--- config.mk ---
export PLATFORM = sky130hd
export DESIGN_NAME = ps2_frame_rx
export DESIGN_NICKNAME = d
export VERILOG_FILES = /design/src/rtl/ps2_frame_rx.sv
export SDC_FILE = /design/constraint.sdc
export NUM_CORES = 1
export LEC_CHECK = 0
export ABC_CLOCK_PERIOD_IN_PS = 2360
export CAP_MARGIN = 20
export CORE_ASPECT_RATIO = 0.7
export CORE_MARGIN = 2
export CORE_UTILIZATION = 41
export DETAILED_ROUTE_END_ITERATION = 8
export GPL_TIMING_DRIVEN = 0
export PLACE_DENSITY = 0.58
export SYNTH_ARGS = -nofsm -noshare
export SYNTH_HDL_FRONTEND = slang
export SYNTH_SLANG_ARGS = --single-unit
--- constraint.sdc ---
create_clock -name clk -period 2.36 [get_ports clk]
set_clock_uncertainty 0.1 [all_clocks]
set_input_delay 0.472 -clock clk [delete_from_list [all_inputs] [get_ports clk]]
set_output_delay 0.472 -clock clk [all_outputs]
set_load 0.1 [all_outputs]
--- src/rtl/ps2_frame_rx.sv ---
// ps2_frame_rx: PS/2 device-to-host frame receiver.
// Synchronises the raw PS/2 pins, samples each bit readAt cycles after a
// falling ps2Clk edge, checks the bit-period timing and frame format, and
// presents each good byte with a level dataReady.
// Ports:
//   clk       system clock, posedge
//   reset     asynchronous active-low reset
//   ps2Clk    raw PS/2 clock pin (asynchronous)
//   ps2Data   raw PS/2 data pin (asynchronous)
//   data      last valid received byte
//   dataReady high from good-frame completion until the next frame starts
//   error     sticky frame error, cleared by the next good frame
//   busy      high while a frame is being received
module ps2_frame_rx #(
    parameter int unsigned counterBits = 8,
    parameter int unsigned minClk      = 15,
    parameter int unsigned maxClk      = 25,
    parameter int unsigned readAt      = 5
) (
    input  logic       clk,
    input  logic       reset,
    input  logic       ps2Clk,
    input  logic       ps2Data,
    output logic [7:0] data,
    output logic       dataReady,
    output logic       error,
    output logic       busy
);

    localparam int unsigned CW   = counterBits;
    localparam int unsigned IDXW = 4;

    localparam logic [CW-1:0]   CNT_MAX   = {CW{1'b1}};
    localparam logic [CW-1:0]   READ_AT   = CW'(readAt);
    localparam logic [CW-1:0]   MIN_CLK   = CW'(minClk);
    localparam logic [CW-1:0]   MAX_CLK   = CW'(maxClk);
    localparam logic [IDXW-1:0] IDX_START = IDXW'(0);
    localparam logic [IDXW-1:0] IDX_D_END = IDXW'(8);
    localparam logic [IDXW-1:0] IDX_PAR   = IDXW'(9);

    typedef enum logic {IDLE, RECV} state_e;

    logic            clk_s1_q, clk_s2_q, clk_prev_q;
    logic            dat_s1_q, dat_s2_q;
    logic            fall_c;
    logic            samp_c;

    state_e          state_q, state_d;
    logic [CW-1:0]   cnt_q, cnt_d;
    logic            pend_q, pend_d;
    logic [IDXW-1:0] idx_q, idx_d;
    logic [7:0]      sr_q, sr_d;
    logic            par_q, par_d;
    logic [7:0]      data_q, data_d;
    logic            rdy_q, rdy_d;
    logic            err_q, err_d;
    logic            busy_q, busy_d;

    // Two-flop synchronisers plus edge register; all idle high so reset
    // release never fakes a falling edge.
    always_ff @(posedge clk or negedge reset) begin
        if (!reset) begin
            clk_s1_q   <= 1'b1;
            clk_s2_q   <= 1'b1;
            clk_prev_q <= 1'b1;
            dat_s1_q   <= 1'b1;
            dat_s2_q   <= 1'b1;
        end else begin
            clk_s1_q   <= ps2Clk;
            clk_s2_q   <= clk_s1_q;
            clk_prev_q <= clk_s2_q;
            dat_s1_q   <= ps2Data;
            dat_s2_q   <= dat_s1_q;
        end
    end

    assign fall_c = clk_prev_q & ~clk_s2_q;

    // State and datapath registers.
    always_ff @(posedge clk or negedge reset) begin
        if (!reset) begin
            state_q <= IDLE;
            cnt_q   <= '0;
            pend_q  <= 1'b0;
            idx_q   <= '0;
            sr_q    <= '0;
            par_q   <= 1'b0;
            data_q  <= '0;
            rdy_q   <= 1'b0;
            err_q   <= 1'b0;
            busy_q  <= 1'b0;
        end else begin
            state_q <= state_d;
            cnt_q   <= cnt_d;
            pend_q  <= pend_d;
            idx_q   <= idx_d;
            sr_q    <= sr_d;
            par_q   <= par_d;
            data_q  <= data_d;
            rdy_q   <= rdy_d;
            err_q   <= err_d;
            busy_q  <= busy_d;
        end
    end

    // Next-state: interval counter, sample strobe, frame sequencing.
    always_comb begin
        state_d = state_q;
        cnt_d   = cnt_q;
        pend_d  = pend_q;
        idx_d   = idx_q;
        sr_d    = sr_q;
        par_d   = par_q;
        data_d  = data_q;
        rdy_d   = rdy_q;
        err_d   = err_q;
        samp_c  = 1'b0;

        if (fall_c) begin
            cnt_d = '0;
        end else if (cnt_q != CNT_MAX) begin
            cnt_d = cnt_q + CW'(1);
        end

        samp_c = pend_q && !fall_c && (cnt_q == READ_AT);

        if (fall_c) begin
            pend_d = 1'b1;
        end else if (samp_c) begin
            pend_d = 1'b0;
        end

        case (state_q)
            IDLE: begin
                if (fall_c) begin
                    state_d = RECV;
                    idx_d   = '0;
                    rdy_d   = 1'b0;
                end
            end
            RECV: begin
                if (fall_c) begin
                    // Edge-to-edge interval check; the offending edge is consumed.
                    if (idx_q != IDX_START && (cnt_q < MIN_CLK || cnt_q > MAX_CLK)) begin
                        err_d   = 1'b1;
                        state_d = IDLE;
                    end
                end else if (samp_c) begin
                    idx_d = idx_q + IDXW'(1);
                    if (idx_q == IDX_START) begin
                        if (dat_s2_q) begin
                            err_d   = 1'b1;
                            state_d = IDLE;
                        end
                    end else if (idx_q <= IDX_D_END) begin
                        sr_d = {dat_s2_q, sr_q[7:1]};
                    end else if (idx_q == IDX_PAR) begin
                        par_d = dat_s2_q;
                    end else begin
                        state_d = IDLE;
                        if (dat_s2_q && (^{sr_q, par_q})) begin
                            data_d = sr_q;
                            rdy_d  = 1'b1;
                            err_d  = 1'b0;
                        end else begin
                            err_d  = 1'b1;
                        end
                    end
                end else if (!pend_q && cnt_q == MAX_CLK) begin
                    // Counter is about to exceed maxClk with no edge: timeout.
                    err_d   = 1'b1;
                    state_d = IDLE;
                end
            end
            default: state_d = IDLE;
        endcase

        busy_d = (state_d == RECV);
    end

    assign data      = data_q;
    assign dataReady = rdy_q;
    assign error     = err_q;
    assign busy      = busy_q;

endmodule

==> reports/metrics.cfg <==
[layout]
nFillCells=356
final-seq-area_um2=960
multiInputGateArea_um2=797
final_nets=180
drive_gt1_share_pct=26.3
area_growth_syn_to_layout_pct=22.3
n_antenna_cell=0

[yosys]
yosysWarnings=0
syn_avg_cell_area_um2=12.2
synth-seq-cells=38
synth_top_area_cell=dfrtp_1
synth_area_mm2=0.00178
synth-async-reset-ratio_pct=100
synthTopCellsByCount=33 x dfrtp_1, 17 x mux2_2, 10 x nor2_1
synth_most_common_cell=dfrtp_1
synth_top_cell_area_share_pct=46.5
synth_edf_count=0
synth_fp_nets=156
synth_ff_type=dfrtp_1
ys_top_cells_by_area=dfrtp_1 47%, mux2_2 11%, dfstp_2 7.4%
synth.distinct_cells=40
synth_cells=146
ys_seq_area_share_pct=53.9

[place]
gp_congestion=0.794
dp_hpwl_um=2170
io_buffer_count=14

[cts]
clockBufferDepth=2
clkTransAtPathRegs_ns=0.08
ctsHoldBuffers=0
cts_htree_levels=2
cts_tree=yes
cts-root-buf=clkbuf_8
clk_latency_ns=0.29
cts_sinks=38
cts_buffers=5

[power]
seqPwrFrac_pct=43.4
power_frac_clock_pct=37.7
internal_power_w=0.00131
powerDensity_mw_per_mm2=834
swShare_pct=27.8
p_leak_nw=1.11
finalPower_w=0.00181
ir_worst_vdd_mv=0.540
switchingPower_w=0.000503
p_comb_share_pct=18.9

[critical_path]
arrival_ns=2.38
path_max_fanout=6
slowest_stage=dfrtp_2
worst_path_most_repeated_cell=or3_4
cpPeakStageDelay_ns=0.44
startpoint=cnt_q[6]$_DFFE_PN0P_
worstPathRequired_ns=2.44
r2r-start=cnt_q[6]$_DFFE_PN0P_
cp-end-kind=register
critPathKind=register to register
rr_endpoint=data[7]$_DFFE_PN0P_
critPathCapture=data[7]$_DFFE_PN0P_
rr_worst_depth=5
crit_path_cell_trace=or3_4 > or3_4 > nor4_4 > buf_4 > mux2_2
reg2reg_slack_ns=0.06
startpoint_type=register

[global_route]
globalRouteOverflowTotal=0
groute.usage.overall_pct=16.1
grt_pass1_wl_um=5660
grt_max_degree=39
antenna_found_initial=0
grt_pass1_vias=1180

[sta]
clock.fmax_ghz=0.436
finalSetupViolCount=0
min_period_ns=2.30
rsz0062_at_grt=yes
fin_tns_setup_ns=0
relSlewSlack_pct=35.7
hold_slack_ns=0.171
hold_viol_final=0
tightest_slew_ns=0.963
drv_slew=0
finalCritPeriodShare_pct=97.2

[drt]
drc=0
wl_um=3250
drt_iter0_markers=43
drt-vias-per-instance=5.12
first_pass_iters=4
antenna_left=0
wire_per_inst_um=14.6
route.vias.total=1141

[floorplanning]
die_h_um=59.1
die_area_mm2=0.00488
io_pins=15
initial_core_util_pct=43.9
rows=19
die_w_um=82.7
core_mm2=0.00404

[min_path]
hold_class=input pin to async pin

[outcome]
status=finished clean

[flow_run]
cap_violations=0

-- cells by family after synthesis --
group / share of synthesized area, %
AO/OA/AOI/OAI: 8.25
buffers and inverters: 2.40
XOR/XNOR: 6.20
flip-flops: 53.9
multiplexers: 11.3
adder cells (fa/ha/maj): 4.23
AND/OR/NAND/NOR: 13.7
-- metal layers --
metal	vias up	wire length [um]	global-route usage [%]
met3	8	105	5.03
met1	557	1720	24.0
met2	12	1360	21.8
met4	0	57	6.32
li1	564	-	-
met5	-	0	0
-- area by class of cell --
cell class              instances  area share [%]
multi-input cells              97            36.7
clock inverters                 2            2.76
repair buffers                 18            7.83
plain buffers                   2           0.346
well taps                      52            3.00
clock buffers                   6            3.80
inverters                       8            1.38
flip-flops and latches         38            44.2
-- power by group through the flow --
stage          registers [W]  clock network [W]  logic, W
3_3_place_gp        0.000793                  0  0.000330
4_1_cts             0.000786           0.000696  0.000339
2_1_floorplan       0.000821                  0  0.000223
6_report            0.000787           0.000683  0.000342
3_5_place_dp        0.000798                  0  0.000331
5_1_grt             0.000797           0.000733  0.000383
-- state kept, by name, indices dropped and copies added, names as in the netlist --
| register | cells |
|---|---|
| dat_s1_q | 1 |
| dat_s2_q | 1 |
| data | 8 |
| busy | 1 |
| clk_prev_q | 1 |
| par_q | 1 |
| error | 1 |
| idx_q | 4 |
| sr_q | 8 |
| dataReady | 1 |
| clk_s2_q | 1 |
| clk_s1_q | 1 |
| cnt_q | 8 |
| pend_q | 1 |
-- cell usage in the layout (no fill, tap or decap), types with 2 or more instances in the layout --
cell	count
dfrtp_1	31
xnor2_1	7
or3_4	2
o21ai_0	5
mux2_2	17
dlygate4sd2_1	6
nand2b_1	2
o21bai_1	2
a211oi_1	2
nor3_1	4
dlymetal6s2s_1	5
nand2_1	6
dfstp_2	5
nand3_1	5
clkbuf_8	6
bufinv_16	2
a21oi_1	4
nor2_1	9
clkdlybuf4s50_1	2
a31oi_1	3
xor2_1	3
inv_1	8
dfrtp_2	2
ha_1	6
clkbuf_1	2
buf_4	4
-- critical path: cells and delay by family (launching register included) --
kind	cells	cell delay, ns
and+or+nand+nor	3	1.11
DFF	1	0.44
buffers and inverters	1	0.21
muxes	1	0.33
-- what timing repair did --
action	CTS	global route
endpoints found under the hold margin	0	0
setup buffers	4	0
gates resized for setup	9	7
endpoints found under the setup margin	25	21
pin swaps	1	1
-- metrics by stage --
stage	utilization [%]	instances	worst slack, ns	cell area (um2)
after floorplan	-	146	0.00427	1780
after global placement	49.0	212	-0.248	1980
after detailed placement	48.9	212	-0.284	1980
after CTS	53.3	223	0.00221	2150
after global routing	53.7	223	-0.00301	2170
final	53.7	223	0.0650	2170
-- how the worst min path moves through the flow --
stage	from	to	slack [ns]
2_1_floorplan	reset	busy$_DFF_PN0_	0.08
3_3_place_gp	clk_s1_q$_DFF_PN1_	clk_s2_q$_DFF_PN1_	0.25
3_5_place_dp	clk_s1_q$_DFF_PN1_	clk_s2_q$_DFF_PN1_	0.25
4_1_cts	reset	data[4]$_DFFE_PN0P_	0.20
5_1_grt	reset	data[4]$_DFFE_PN0P_	0.24
6_report	reset	data[3]$_DFFE_PN0P_	0.17
No activity file was read; power rests on OpenSTA's default activity.
